**src/rtl/ps2_device_emu.sv**
```systemverilog
// PS/2 device-side emulator: sends FIFO bytes to the host and receives host command bytes with ACK.
// Optional `PS2_AUTO_ACK_EN: each good host byte gets an automatic 0xFA/0xEE (+0xAA after 0xFF) reply.
`timescale 1ns/1ps
module ps2_device_emu #(
  parameter int CLK_HZ     = 80000000,
  parameter int PS2_HZ     = 12500,
  parameter int FIFO_DEPTH = 8
) (
  input  logic       clk_cog,
  input  logic       nres,
  input  logic [7:0] tx_data,
  input  logic       tx_valid,
  output logic       tx_ready,
  output logic [7:0] rx_data,
  output logic       rx_valid,
  output logic       rx_err,
  input  logic       ps2_clk_in,
  output logic       ps2_clk_oe,
  input  logic       ps2_data_in,
  output logic       ps2_data_oe,
  output logic       busy,
  output logic [1:0] state_dbg
);
  // tx_valid/tx_ready: a byte is taken on every rising clk_cog edge where both are high; tx_ready means FIFO not full.
  localparam int HALF = CLK_HZ / (2 * PS2_HZ);
  localparam int TW   = $clog2(2 * HALF + 1);
  localparam int AW   = $clog2(FIFO_DEPTH);

  localparam logic [TW-1:0] T_HALF_M1 = TW'(HALF - 1);
  localparam logic [TW-1:0] T_QTR     = TW'(HALF / 2);
  localparam logic [TW-1:0] T_GAP     = TW'(2 * HALF);
  localparam logic [TW-1:0] T_SETTLE  = TW'(4);

  typedef enum logic [1:0] {S_IDLE, S_TX, S_INHIBIT, S_RX} state_t;

  state_t        state;
  logic [TW-1:0] timer;
  logic [3:0]    bit_cnt;
  logic          phase_low;
  logic [10:0]   frame;
  logic [9:0]    rx_shift;
  logic          rx_good;
  logic          inh_rts;

  logic [1:0] clk_sync, data_sync;
  logic       clk_s, data_s;

  logic [7:0]  mem [FIFO_DEPTH];
  logic [AW:0] wr_ptr, rd_ptr;
  logic [AW:0] count;
  logic        empty, full, push;

  logic       have_tx;
  logic [7:0] next_byte;

`ifdef PS2_AUTO_ACK_EN
  logic [1:0] ack_cnt;
  logic [7:0] ack_b0, ack_b1;
  logic       next_is_ack, tx_from_ack;
`endif

  // Synchronisers idle high so an idle bus is never mistaken for an inhibit.
  always_ff @(posedge clk_cog or negedge nres) begin
    if (!nres) begin
      clk_sync  <= 2'b11;
      data_sync <= 2'b11;
    end else begin
      clk_sync  <= {clk_sync[0], ps2_clk_in};
      data_sync <= {data_sync[0], ps2_data_in};
    end
  end
  assign clk_s  = clk_sync[1];
  assign data_s = data_sync[1];

  assign count    = wr_ptr - rd_ptr;
  assign empty    = (count == '0);
  assign full     = (count == (AW+1)'(FIFO_DEPTH));
  assign tx_ready = !full;
  assign push     = tx_valid && tx_ready;

  always_ff @(posedge clk_cog) begin
    if (push) mem[wr_ptr[AW-1:0]] <= tx_data;
  end

  always_ff @(posedge clk_cog or negedge nres) begin
    if (!nres) wr_ptr <= '0;
    else if (push) wr_ptr <= wr_ptr + 1'b1;
  end

  always_comb begin
    next_byte = mem[rd_ptr[AW-1:0]];
    have_tx   = !empty;
`ifdef PS2_AUTO_ACK_EN
    next_is_ack = 1'b0;
    if (ack_cnt != 2'd0) begin
      next_byte   = ack_b0;
      next_is_ack = 1'b1;
      have_tx     = 1'b1;
    end
`endif
  end

`ifdef PS2_AUTO_ACK_EN
  assign busy = (state != S_IDLE) || !empty || (ack_cnt != 2'd0);
`else
  assign busy = (state != S_IDLE) || !empty;
`endif
  assign state_dbg = state;

  always_ff @(posedge clk_cog or negedge nres) begin
    if (!nres) begin
      state       <= S_IDLE;
      timer       <= '0;
      bit_cnt     <= '0;
      phase_low   <= 1'b0;
      frame       <= '0;
      rx_shift    <= '0;
      rx_good     <= 1'b0;
      inh_rts     <= 1'b0;
      ps2_clk_oe  <= 1'b0;
      ps2_data_oe <= 1'b0;
      rx_data     <= '0;
      rx_valid    <= 1'b0;
      rx_err      <= 1'b0;
      rd_ptr      <= '0;
`ifdef PS2_AUTO_ACK_EN
      ack_cnt     <= '0;
      ack_b0      <= '0;
      ack_b1      <= '0;
      tx_from_ack <= 1'b0;
`endif
    end else begin
      rx_valid <= 1'b0;
      rx_err   <= 1'b0;
      case (state)
        S_IDLE: begin
          ps2_clk_oe  <= 1'b0;
          ps2_data_oe <= 1'b0;
          if (timer != T_GAP) timer <= timer + 1'b1;
          // The settle guard hides the synchroniser lag right after we release the clock.
          if (!clk_s && timer >= T_SETTLE) begin
            state   <= S_INHIBIT;
            inh_rts <= 1'b0;
            timer   <= '0;
          end else if (have_tx && timer == T_GAP) begin
            state     <= S_TX;
            frame     <= {1'b1, ~^next_byte, next_byte, 1'b0};
            bit_cnt   <= '0;
            phase_low <= 1'b0;
            timer     <= '0;
`ifdef PS2_AUTO_ACK_EN
            tx_from_ack <= next_is_ack;
`endif
          end
        end

        S_TX: begin
          if (!phase_low) begin
            if (!clk_s && timer >= T_SETTLE && bit_cnt <= 4'd9) begin
              ps2_clk_oe  <= 1'b0;
              ps2_data_oe <= 1'b0;
              state       <= S_INHIBIT;
              inh_rts     <= 1'b0;
              timer       <= '0;
            end else if (timer == T_HALF_M1) begin
              timer <= '0;
              if (bit_cnt == 4'd11) begin
                state <= S_IDLE;
`ifdef PS2_AUTO_ACK_EN
                if (tx_from_ack) begin
                  ack_b0  <= ack_b1;
                  ack_cnt <= ack_cnt - 1'b1;
                end else begin
                  rd_ptr <= rd_ptr + 1'b1;
                end
`else
                rd_ptr <= rd_ptr + 1'b1;
`endif
              end else begin
                phase_low  <= 1'b1;
                ps2_clk_oe <= 1'b1;
              end
            end else begin
              timer <= timer + 1'b1;
              if (timer == T_QTR && bit_cnt <= 4'd10) ps2_data_oe <= ~frame[bit_cnt];
            end
          end else if (timer == T_HALF_M1) begin
            timer      <= '0;
            phase_low  <= 1'b0;
            ps2_clk_oe <= 1'b0;
            bit_cnt    <= bit_cnt + 4'd1;
          end else begin
            timer <= timer + 1'b1;
          end
        end

        S_INHIBIT: begin
          ps2_clk_oe  <= 1'b0;
          ps2_data_oe <= 1'b0;
          if (!inh_rts) begin
            if (clk_s) begin
              timer <= '0;
              if (!data_s) inh_rts <= 1'b1;
              else state <= S_IDLE;
            end
          end else if (timer == T_HALF_M1) begin
            state      <= S_RX;
            timer      <= '0;
            bit_cnt    <= '0;
            phase_low  <= 1'b1;
            ps2_clk_oe <= 1'b1;
            rx_good    <= 1'b0;
          end else begin
            timer <= timer + 1'b1;
          end
        end

        S_RX: begin
          // Lead-in low, then ten high/low clocks sampling bits, then one ACK clock (bit_cnt 10 high, 11 low).
          if (timer == T_HALF_M1) begin
            timer <= '0;
            if (phase_low) begin
              if (bit_cnt == 4'd11) begin
                ps2_clk_oe  <= 1'b0;
                ps2_data_oe <= 1'b0;
                state       <= S_IDLE;
                if (rx_good) begin
                  rx_valid <= 1'b1;
                  rx_data  <= rx_shift[7:0];
`ifdef PS2_AUTO_ACK_EN
                  ack_b1 <= 8'hAA;
                  if (rx_shift[7:0] == 8'hFF) begin
                    ack_cnt <= 2'd2;
                    ack_b0  <= 8'hFA;
                  end else begin
                    ack_cnt <= 2'd1;
                    ack_b0  <= (rx_shift[7:0] == 8'hEE) ? 8'hEE : 8'hFA;
                  end
`endif
                end else begin
                  rx_err <= 1'b1;
                end
              end else begin
                phase_low  <= 1'b0;
                ps2_clk_oe <= 1'b0;
              end
            end else begin
              if (bit_cnt == 4'd9) rx_good <= rx_shift[9] && (^rx_shift[8:0]);
              phase_low  <= 1'b1;
              ps2_clk_oe <= 1'b1;
              bit_cnt    <= bit_cnt + 4'd1;
            end
          end else begin
            timer <= timer + 1'b1;
            if (!phase_low && timer == T_QTR) begin
              if (bit_cnt <= 4'd9) rx_shift <= {data_s, rx_shift[9:1]};
              else if (rx_good) ps2_data_oe <= 1'b1;
            end
          end
        end

        default: state <= S_IDLE;
      endcase
    end
  end
endmodule

```
**config.mk**
```make
export PLATFORM = sky130hd
export DESIGN_NAME = ps2_device_emu
export DESIGN_NICKNAME = d
export VERILOG_FILES = /design/src/rtl/ps2_device_emu.sv
export SDC_FILE = /design/constraint.sdc
export NUM_CORES = 1
export LEC_CHECK = 0
export ABC_AREA = 1
export CELL_PAD_IN_SITES_DETAIL_PLACEMENT = 0
export CELL_PAD_IN_SITES_GLOBAL_PLACEMENT = 1
export CORE_ASPECT_RATIO = 0.8
export CORE_MARGIN = 3
export CORE_UTILIZATION = 25
export CTS_CLUSTER_DIAMETER = 100
export DETAILED_ROUTE_END_ITERATION = 7
export GPL_ROUTABILITY_DRIVEN = 0
export PLACE_DENSITY = 0.56
export SYNTH_ARGS = -nofsm -noshare
export SYNTH_HDL_FRONTEND = slang
export SYNTH_SLANG_ARGS = --single-unit
```
**constraint.sdc**
```tcl
create_clock -name clk_cog -period 6.7 [get_ports clk_cog]
set_input_delay 1.34 -clock clk_cog [delete_from_list [all_inputs] [get_ports clk_cog]]
set_output_delay 1.34 -clock clk_cog [all_outputs]
set_load 0.01 [all_outputs]
```
==> reports/metrics.yaml <==
run_status:
  status: "finished, final reports clean"
worst_setup_path:
  worst-endpoint-arrival_ns: 3.38
  path_max_fanout: 18
  cp.required_ns: 5.36
  critPathTopFamily: "buffers and inverters"
  endpoint_kind: "output port"
  worstPathBufferInverterCount: 3
  critical_path.slowest_cell: "dfrtp_1"
  critical-path-top-cell-by-count: "nand2_1"
  critPathLaunchType: "flip-flop"
  critPathKind: "flip-flop to output port"
  timing.critical_path.cells: "clkinv_1, ha_1, a21oi_1, nand2_1, xnor2_2, inv_1, nand2_1, clkdlybuf4s50_1"
  rr_worst_depth: 11
  worstSetupPathDepth: 8
  critPathMaxStageDelay_ns: 0.69
clock_network:
  insertion_delay_ns: 0.43
  ctsRootBufferMaster: "clkbuf_16"
  clock_tree.buffer_depth: 2
  cts.hold.buffers_added: 0
  cts_tree: "yes"
  clk_pin_slew_ns: 0.07
  post-cts-setup-buffers: 0
  cts_max_level: 4
  cts_resized: 0
  cts_sinks: 130
  cts-buffers-inserted: 17
detailed_routing:
  post-route-drc-count: 0
  detailedRoute.firstIterationViolations: 440
  antenna_left: 0
  detail_route.wl_per_cell_um: 16.0
  wirelength_mm: 20.4
  detail_route.first_pass.iterations: 5
  via_per_inst: 4.44
  via_count: 5675
timing:
  final.hold.worst_slack_ns: 0.355
  max_clock_freq_ghz: 0.212
  drv_slew: 0
  post_route_clock_period_utilization_pct: 70.4
  setup-violations-final: 0
  hold_viol_final: 0
  min_period_ns: 4.72
  worstMarginPinSlew_ns: 0.929
  timing.setup.tns_ns: 0
  final.setup_skew_ns: 0.0123
  max_slew_margin_pct: 38.1
  grt_setup_unrepaired: "false"
synth:
  synth_commonest_cells: "nand2_1 (279), inv_1 (120), nand3_1 (80)"
  synth.most_common_cell: "nand2_1"
  post_synth_inst_count: 879
  post_synth.cell_area_avg_um2: 8.18
  largest_family_of_logic_cells_by_synthesized_area: "simple AND/OR/NAND/NOR gates"
  synth.net_count: 903
  post_synth_num_cell_types: 45
  synth_top_cells_by_area: "edfxtp_1 (27%), dfrtp_1 (22%), nand2_1 (15%), inv_1 (6.3%), nand3_1 (5.6%)"
  synth_xor_area_share_pct: 2.78
  synthAdderAreaFrac_pct: 1.91
  ys_ff_latch: 130
  synth_sequential_area_ratio_pct: 49.7
  synth_top_flop_cell: "edfxtp_1"
  syn_area_um2: 7190
  post-synth-top-area-fraction_pct: 26.7
  post_synth_edffs: 64
  fraction_of_the_mapped_netlist_area_in_simple_logic_gates_pct: 29.1
  synthArstFlopShare_pct: 50.8
  synth-compound-area-share_pct: 7.46
  synth.yosys.warnings: 0
  muxShareOfSynthArea_pct: 0
  synthDominantAreaCellType: "edfxtp_1"
placement:
  io_buffers: 28
  dpl.cell_count: 1246
  hpwl_after_detailed_placement_mm: 14.9
cells_and_area:
  final.fill_count: 2985
  areaGrowthSynthToFinish_pct: 16.6
  utilization_pct: 30.2
  number_of_inserted_diodes: 0
  fin_nets: 925
  layout-drive-gt1-share_pct: 9.52
  final_cell_count_no_fill: 1278
global_route:
  grt_pass1_wl_mm: 32.9
  grtUsageMet2_pct: 18.5
  vias_in_the_first_global_route: 5553
  met1_layer_usage_reported_by_global_route_pct: 22.5
  grt_max_degree: 67
  total_congestion_overflow_after_global_routing: 0
  layer_with_the_highest_usage_after_global_routing: "met1"
  grt_antenna_before_repair: 0
  groute.layer.met3.usage_pct: 2.74
  global_route.usage.total_pct: 13.9
floorplanning:
  placementRows: 54
  coreArea_um2: 27800
  start_util_pct: 25.9
  die_w_um: 196
  ios: 29
  die_height_um: 158
  fp.dieArea_um2: 30900
worst_hold_path:
  min_path_type: "flip-flop to flip-flop"
  holdPathStages: 0
pwr:
  power_leakage_nw: 3.82
  max_vdd_drop_v: 0.000150
  power_density_nw_per_um2: 337
job:
  maxCapViolCount: 0
==> placed cells by master, fill, tap and decap left out, drive strengths merged <==
| cell type | Yosys | layout |
|---|---|---|
| nand2 | 289 | 289 |
| inv | 125 | 135 |
| nand3 | 88 | 88 |
| edfxtp | 64 | 64 |
| nor2 | 64 | 64 |
| dfrtp | 62 | 62 |
| o21ai | 55 | 55 |
| clkdlybuf4s50 | 0 | 27 |
| clkbuf | 4 | 17 |
| a21oi | 17 | 17 |
| nand4 | 16 | 16 |
| xor2 | 14 | 14 |
| ha | 11 | 11 |
| nor3 | 11 | 11 |
| o211ai | 8 | 8 |
| xnor2 | 8 | 8 |
| a211oi | 4 | 4 |
| dfstp | 4 | 4 |
| clkinv | 2 | 4 |
| nor4 | 3 | 3 |
| buf | 23 | 3 |
| nand3b | 2 | 2 |
| clkinvlp | 0 | 2 |
| o21a | 1 | 1 |
| o31ai | 1 | 1 |
| o2111ai | 1 | 1 |
| o21bai | 1 | 1 |
| a31oi | 1 | 1 |
| bufinv | 0 | 1 |
==> metrics by stage <==
stage | cell area, um^2 | setup WS (ns) | power, mW
global route | 8380 | 1.72 | 3.02
global placement | 7780 | 2.45 | 1.89
CTS | 8380 | 1.92 | 2.86
finish | 8380 | 1.98 | 2.83
detailed placement | 7780 | 2.38 | 1.88
floorplan | 7190 | 3.66 | 1.60
==> state kept, by name (all words and copies together), names as in the netlist, 2 cells and up <==
signal	count
frame	10
timer	13
wr_ptr	4
state_dbg	2
data_sync	2
rx_data	8
rx_shift	10
clk_sync	2
mem	64
bit_cnt	4
rd_ptr	4
==> power by group <==
group | internal, mW | switching (mW)
sequential | 0.954 | 0.115
clock | 0.538 | 0.428
combinational | 0.242 | 0.552
total | 1.73 | 1.10
==> routing by layer <==
metal	share of wire (%)	up-vias
li1	-	2878
met1	57	2680
met2	39	104
met3	3.9	13
met4	0.88	0
met5	0	-
==> logic make-up after synthesis <==
logic type / after synthesis
AO/OA/AOI/OAI: 89
XOR/XNOR: 22
adder cells (fa/ha/maj): 11
buffers and inverters: 154
flip-flops: 130
AND/OR/NAND/NOR: 473
==> worst paths after layout <==
kind | end | start | slack [ns]
worst max-delay path | tx_ready | rd_ptr[2] | 1.98
worst min-delay path | clk_sync[1] | clk_sync[0] | 0.35
worst max register to register | mem[1][3] | rd_ptr[2] | 2.97
worst min register to register | clk_sync[1] | clk_sync[0] | 0.35
max in group asynchronous | rx_data[0] | nres | 5.04
min in group asynchronous | timer[0] | nres | 1.00
==> worst reg2reg max path: cells and delay by family, from the launching register on <==
| family | cells | cell delay (ns) |
|---|---|---|
| AND/OR/NAND/NOR | 5 | 1.03 |
| adder cells (fa/ha/maj) | 1 | 0.53 |
| AO/OA/AOI/OAI | 1 | 0.17 |
| flip-flops | 1 | 0.69 |
| XOR/XNOR | 1 | 0.18 |
| buffers and inverters | 3 | 0.77 |
==> final cells by class <==
type                       instances  area [um^2]  share of cell area [%]
timing repair buffer              30          293                    3.49
sequential                       130         3580                    42.7
inverter                         127          480                    5.73
multi-input combinational        595         2970                    35.4
tap                              364          455                    5.43
clock buffer                      17          425                    5.07
clock inverter                    15          183                    2.18
Power figures use the tool's default switching activity.
